$ cat config.mk
export PLATFORM = sky130hd
export DESIGN_NAME = negedge_event_capture
export DESIGN_NICKNAME = d
export VERILOG_FILES = /design/src/rtl/negedge_event_capture_pkg.sv /design/src/rtl/event_fifo.sv /design/src/rtl/negedge_event_capture.sv
export SDC_FILE = /design/constraint.sdc
export NUM_CORES = 1
export LEC_CHECK = 0
export BUFFER_PORTS_ARGS = -buffer_cell sky130_fd_sc_hd__buf_2
export CAP_MARGIN = 20
export CORE_ASPECT_RATIO = 0.7
export CORE_UTILIZATION = 42
export CTS_CLUSTER_SIZE = 8
export DETAILED_ROUTE_END_ITERATION = 10
export PLACE_DENSITY_LB_ADDON = 0.2
export SLEW_MARGIN = 0
export SYNTH_ARGS = -nofsm -noshare
export SYNTH_HDL_FRONTEND = slang
export SYNTH_SLANG_ARGS = --single-unit
export TNS_END_PERCENT = 100
$ cat constraint.sdc
create_clock -name clk -period 1.98 [get_ports clk]
set_clock_uncertainty 0.1 [all_clocks]
set_input_delay 0.099 -clock clk [delete_from_list [all_inputs] [get_ports clk]]
set_output_delay 0.099 -clock clk [all_outputs]
set_load 0.005 [all_outputs]
$ cat src/rtl/negedge_event_capture_pkg.sv
// Shared definitions for the falling-edge event capture block and its consumers:
// event codes, FSM state encoding and the drop-counter ceiling.
package negedge_event_capture_pkg;

    // Event codes carried in each record: bit 0 = line A fell, bit 1 = line B fell
    localparam logic [1:0] EV_NONE = 2'b00;
    localparam logic [1:0] EV_A    = 2'b01;
    localparam logic [1:0] EV_B    = 2'b10;
    localparam logic [1:0] EV_BOTH = 2'b11;

    // Capture FSM states
    typedef enum logic [1:0] {
        ST_IDLE = 2'd0,   // not capturing
        ST_RUN  = 2'd1,   // capturing into the FIFO
        ST_HALT = 2'd2    // stopped after a lost event, waiting for clr
    } state_e;

    // Drop counter is 8 bits and saturates here
    localparam logic [7:0] DROP_MAX = 8'hFF;

    // Map the two per-line detections onto a single record code
    function automatic logic [1:0] ev_code_f(input logic fell_a, input logic fell_b);
        logic [1:0] code;
        case ({fell_b, fell_a})
            2'b01:   code = EV_A;
            2'b10:   code = EV_B;
            2'b11:   code = EV_BOTH;
            default: code = EV_NONE;
        endcase
        return code;
    endfunction

endpackage

$ cat src/rtl/event_fifo.sv
// Show-ahead FIFO for event records. The head entry is always presented on
// rdata_o straight from the storage registers, so the consumer sees a record in
// the cycle after it was written. Pointers carry one extra wrap bit so that
// full and empty are told apart without a separate count. DEPTH must be a
// power of two, at least 2.
module event_fifo #(
    parameter int WIDTH = 10,
    parameter int DEPTH = 4
) (
    input  logic             clk,
    input  logic             rst_n_i,
    input  logic             push_i,
    input  logic [WIDTH-1:0] wdata_i,
    input  logic             pop_i,
    output logic             full_o,
    output logic             empty_o,
    output logic [WIDTH-1:0] rdata_o
);

    localparam int AW = $clog2(DEPTH);

    logic [AW:0]      wr_ptr_q;
    logic [AW:0]      rd_ptr_q;
    logic [WIDTH-1:0] mem_q [DEPTH];
    logic             do_push;
    logic             do_pop;

    assign empty_o = (wr_ptr_q == rd_ptr_q);
    assign full_o  = (wr_ptr_q[AW] != rd_ptr_q[AW]) &&
                     (wr_ptr_q[AW-1:0] == rd_ptr_q[AW-1:0]);

    // A pop frees the head slot in the same edge, so a push into a full FIFO
    // alongside a pop is accepted (it lands in the slot being vacated).
    assign do_pop  = pop_i && !empty_o;
    assign do_push = push_i && (!full_o || do_pop);

    assign rdata_o = mem_q[rd_ptr_q[AW-1:0]];

    // Pointer update: both wrap naturally through the extra MSB
    always_ff @(posedge clk or negedge rst_n_i) begin
        if (!rst_n_i) begin
            wr_ptr_q <= '0;
            rd_ptr_q <= '0;
        end else begin
            if (do_push) wr_ptr_q <= wr_ptr_q + 1'b1;
            if (do_pop)  rd_ptr_q <= rd_ptr_q + 1'b1;
        end
    end

    // Record storage; cleared on reset so the head reads as zero afterwards
    always_ff @(posedge clk or negedge rst_n_i) begin
        if (!rst_n_i) begin
            for (int i = 0; i < DEPTH; i++) begin
                mem_q[i] <= '0;
            end
        end else if (do_push) begin
            mem_q[wr_ptr_q[AW-1:0]] <= wdata_i;
        end
    end

endmodule

$ cat src/rtl/negedge_event_capture.sv
// Falling-edge event capture: two asynchronous lines are synchronised, their
// falling edges detected and time-stamped with a free-running counter, and the
// resulting records queued in a FIFO for a valid/ready consumer. Events that
// cannot be queued are counted as drops and halt capture until cleared.
module negedge_event_capture
    import negedge_event_capture_pkg::*;
#(
    parameter int TS_W  = 8,
    parameter int DEPTH = 4
) (
    input  logic            clk,
    input  logic            rst,
    input  logic            a_in,
    input  logic            b_in,
    input  logic            en,
    input  logic            clr,
    output logic            ev_valid,
    input  logic            ev_ready,
    output logic [1:0]      ev_code,
    output logic [TS_W-1:0] ev_ts,
    output logic            overflow,
    output logic [7:0]      drop_cnt
);

    localparam int REC_W = 2 + TS_W;

    logic [1:0]       line_in;
    logic [1:0]       fell;
    logic [TS_W-1:0]  ts_q;
    state_e           state_q;
    logic             overflow_q;
    logic [7:0]       drop_cnt_q;
    logic             event_hit;
    logic             fifo_full;
    logic             fifo_empty;
    logic             fifo_pop;
    logic             fifo_push;
    logic             drop;
    logic [REC_W-1:0] rec_wdata;
    logic [REC_W-1:0] rec_rdata;

    assign line_in = {b_in, a_in};

    // Per-line two-flop synchroniser plus one history flop. All reset high
    // (the idle level) so releasing reset can never look like a falling edge.
    for (genvar gi = 0; gi < 2; gi++) begin : gen_sync
        logic sync1_q;
        logic sync2_q;
        logic prev_q;

        // Shift the raw line through the synchroniser and keep last cycle's value
        always_ff @(posedge clk or negedge rst) begin
            if (!rst) begin
                sync1_q <= 1'b1;
                sync2_q <= 1'b1;
                prev_q  <= 1'b1;
            end else begin
                sync1_q <= line_in[gi];
                sync2_q <= sync1_q;
                prev_q  <= sync2_q;
            end
        end

        // High only on a 1 -> 0 transition of the synchronised line
        assign fell[gi] = prev_q & ~sync2_q;
    end

    // Free-running timestamp, wraps from all-ones to zero
    always_ff @(posedge clk or negedge rst) begin
        if (!rst) begin
            ts_q <= '0;
        end else begin
            ts_q <= ts_q + 1'b1;
        end
    end

    assign event_hit = |fell;
    assign rec_wdata = {ev_code_f(fell[0], fell[1]), ts_q};
    assign fifo_pop  = ev_valid && ev_ready;

    // A record is lost when capturing into a full FIFO with no pop this edge,
    // or whenever an event arrives while halted. Idle events are ignored.
    assign fifo_push = event_hit && (state_q == ST_RUN) && (!fifo_full || fifo_pop);
    assign drop      = event_hit &&
                       (((state_q == ST_RUN) && fifo_full && !fifo_pop) ||
                        (state_q == ST_HALT));

    // Capture FSM: a drop while running halts capture until clr
    always_ff @(posedge clk or negedge rst) begin
        if (!rst) begin
            state_q <= ST_IDLE;
        end else begin
            case (state_q)
                ST_IDLE: if (en) state_q <= ST_RUN;
                ST_RUN: begin
                    if (drop)     state_q <= ST_HALT;
                    else if (!en) state_q <= ST_IDLE;
                end
                ST_HALT: if (clr) state_q <= en ? ST_RUN : ST_IDLE;
                default: state_q <= ST_IDLE;
            endcase
        end
    end

    // Sticky overflow flag and saturating drop counter; clr beats a same-cycle drop
    always_ff @(posedge clk or negedge rst) begin
        if (!rst) begin
            overflow_q <= 1'b0;
            drop_cnt_q <= '0;
        end else if (clr) begin
            overflow_q <= 1'b0;
            drop_cnt_q <= '0;
        end else if (drop) begin
            overflow_q <= 1'b1;
            if (drop_cnt_q != DROP_MAX) drop_cnt_q <= drop_cnt_q + 1'b1;
        end
    end

    event_fifo #(
        .WIDTH (REC_W),
        .DEPTH (DEPTH)
    ) u_fifo (
        .clk     (clk),
        .rst_n_i (rst),
        .push_i  (fifo_push),
        .wdata_i (rec_wdata),
        .pop_i   (fifo_pop),
        .full_o  (fifo_full),
        .empty_o (fifo_empty),
        .rdata_o (rec_rdata)
    );

    assign ev_valid = !fifo_empty;
    assign ev_code  = rec_rdata[REC_W-1:TS_W];
    assign ev_ts    = rec_rdata[TS_W-1:0];
    assign overflow = overflow_q;
    assign drop_cnt = drop_cnt_q;

endmodule
==> results_dict.tcl <==
set metrics [dict create \
    status "finished, final reports clean" \
    end_kind "register" \
    n_antenna_cell 0 \
    numCtsBuffers 9 \
    yosysSeqAreaShare_pct 56.43 \
    r2r_end "drop_cnt[5]" \
    grt_overflow 0 \
    finalMaxSlewViolations 0 \
    cts_tree "done" \
    power.density_mw_per_mm2 1246 \
    worst_pin_slew_ns 0.3863 \
    final_util_pct 51.77 \
    dp_hpwl_microns 3726 \
    layout-drive-gt1-share_pct 46.89 \
    coreArea_sq_mm 0.007287 \
    rows 26 \
    grt_max_degree 72 \
    avgViaCountPerCell 5.043 \
    antenna_found_initial 0 \
    synth_warnings 0 \
    rrSetupSlack_ns 0.03 \
    ys_async_sr_fraction_pct 100.0 \
    setup_viol_count_final 0 \
    yosys.cell_types.count 38 \
    cts.path.max_buffers 2 \
    syn_area_per_cell_sq_um 14.44 \
    max_stage_delay_ns 0.53 \
    syn_inst 219 \
    path_cells "nor2b_2, o21ai_2, o22a_4, or4_4, a21oi_2" \
    cts_setup_buffers 0 \
    drt-initial-drc-count 61 \
    post-route-period-util_pct 98.68 \
    grt_pass1_wl_microns 9542 \
    synth_top_flop_cell "dfrtp_1" \
    root_buffer "clkbuf_8" \
    cp_max_fo 12 \
    syn_to_final_growth_pct 19.31 \
    start_util_pct 43.39 \
    rsz0062_at_grt "yes" \
    peakVddDrop_mv 0.6674 \
    die_h_microns 74.59 \
    final_net_count 282 \
    fmax_mhz 511.8 \
    crit_type "reg -> reg" \
    die_w_microns 105.7 \
    final_common_cell "dfrtp_1" \
    finalHoldViolations 0 \
    fin_ws_ns 0.02604 \
    clkSinkCount 71 \
    r2r.worst_path.cells 5 \
    r2r-start "gen_sync[1].prev_q" \
    fin_crit_ns 1.954 \
    wl_per_cell_microns 15.59 \
    routed_wl_microns 5783 \
    vias 1871 \
    ys_ff_latch 71 \
    syn-cell-area_sq_mm 0.003162 \
    max-cap-violations 0 \
    firstDrtPassIters 4 \
    whs_ns 0.2098 \
    crit_slowest_cell "or4_4" \
    ant_nets 0 \
    synth_edf_count 0 \
    cp.required_ns 2.16 \
    fill_cells 655 \
    clk_latency_ns 0.35 \
    die_area_sq_mm 0.007885 \
    leakagePower_uw 0.001700 \
    drc 0 \
    hold_path.class "in -> async" \
    multi_input_area_sq_mm 0.001366 \
    h-tree-depth 3 \
    cp-start-kind "register" \
    max_slew_margin_pct 74.24 \
    boundaryPins 27 \
    cts.reportedPaths.clkPinSlew_ns 0.07 \
    grt_pass1_vias 1855 \
    gp_congestion 0.7245 \
    numPortBuffers 26 \
    place_ws_ns -0.03808 \
    critPathArrivalTime_ns 2.13 \
    grtUsageTotal_pct 16.62 \
    layout_common_cells "dfrtp_1, mux2_2, buf_2" \
    synth_fp_nets 233 \
    seqCellArea_sq_mm 0.001784 \
]
## routing by layer
layer | vias up | global-route usage (%) | share of wire [%]
met3 | 6 | 5.784 | 3.3
met2 | 21 | 23.60 | 43
met1 | 946 | 23.70 | 53
li1 | 898 | - | -
met5 | - | 0 | 0
met4 | 0 | 6.019 | 0.95
## final cells by class
| cell class | instances | area share (%) |
|---|---|---|
| flip-flops and latches | 71 | 47.30 |
| clock buffers | 12 | 3.847 |
| well taps | 98 | 3.250 |
| clock inverters | 4 | 0.8292 |
| inverters | 5 | 0.4975 |
| multi-input cells | 136 | 36.22 |
| repair buffers | 45 | 8.060 |
## worst max path at each step
stage                        from          end  slack, ns  cells past startpoint
3_5_place_dp   gen_sync[0].prev_q  drop_cnt[1]      -0.04                      6
4_1_cts        u_fifo.rd_ptr_q[0]     ev_ts[3]       0.01                      3
5_1_grt        gen_sync[0].prev_q  drop_cnt[1]      -0.04                      6
2_1_floorplan  gen_sync[0].prev_q  drop_cnt[5]       0.05                      5
6_report       gen_sync[1].prev_q  drop_cnt[5]       0.03                      5
3_3_place_gp   gen_sync[0].prev_q  drop_cnt[5]      0.003                      5
## critical path: cells and delay by family, from the launching register on
| kind | cells | cell delay [ns] |
|---|---|---|
| and+or+nand+nor | 2 | 0.74 |
| AOI/OAI and AO/OA | 3 | 0.54 |
| DFF | 1 | 0.51 |
## through the flow
stage	area, sq um	total power, uW	setup TNS (ns)	cells
floorplan	3162	3139	0	219
global route	3772	5006	-0.1242	371
global placement	3486	3621	0	349
CTS	3735	4721	0	371
detailed placement	3486	3648	-0.1051	349
finish	3772	4700	0	371
## cell usage after synthesis (all sizes together) (4+ instances only)
cell type  number  area [sq um]
nand3           7         35.03
a21oi           8         40.04
clkbuf          4         15.01
ha              7         87.58
dfstp           6         157.7
nor2            4         31.28
xnor2          10         102.6
nand2          10         45.05
nand2b          4         25.02
mux4           10         225.2
mux2           42         473.0
nor2b           4         30.03
or4             5         37.54
o21ai           5         28.78
dfrtp          65          1627
inv             5         18.77
## power by group
| part | internal [uW] | total (uW) | switching (uW) |
|---|---|---|---|
| combinational | 932 | 1590 | 654 |
| clock | 494 | 1040 | 545 |
| sequential | 1850 | 2080 | 224 |
| total | 3280 | 4700 | 1420 |
## what timing repair did
| item | CTS | global route |
|---|---|---|
| pin swaps | 0 | 1 |
| setup endpoints to repair | 7 | 28 |
| hold buffers | 6 | 0 |
| gates cloned | 0 | 0 |
| gates resized for setup | 2 | 9 |
| endpoints found under the hold margin | 83 | 0 |
## state kept, by name, indices dropped and copies added, names as in the netlist
register,cells
state_q,2
gen_sync.prev_q,2
u_fifo.rd_ptr_q,3
ts_q,8
u_fifo.mem_q,40
gen_sync.sync2_q,2
overflow,1
u_fifo.wr_ptr_q,3
drop_cnt,8
gen_sync.sync1_q,2
## logic make-up after synthesis
kind of cell	Yosys count	synth area share, %
flip-flops	71	56.43
multiplexers	52	22.08
buffers and inverters	12	1.820
adder cells (fa/ha/maj)	7	2.770
XOR/XNOR	13	4.076
AND/OR/NAND/NOR	44	8.825
AO/OA/AOI/OAI	20	3.997
No activity file was read; power rests on OpenSTA's default activity.
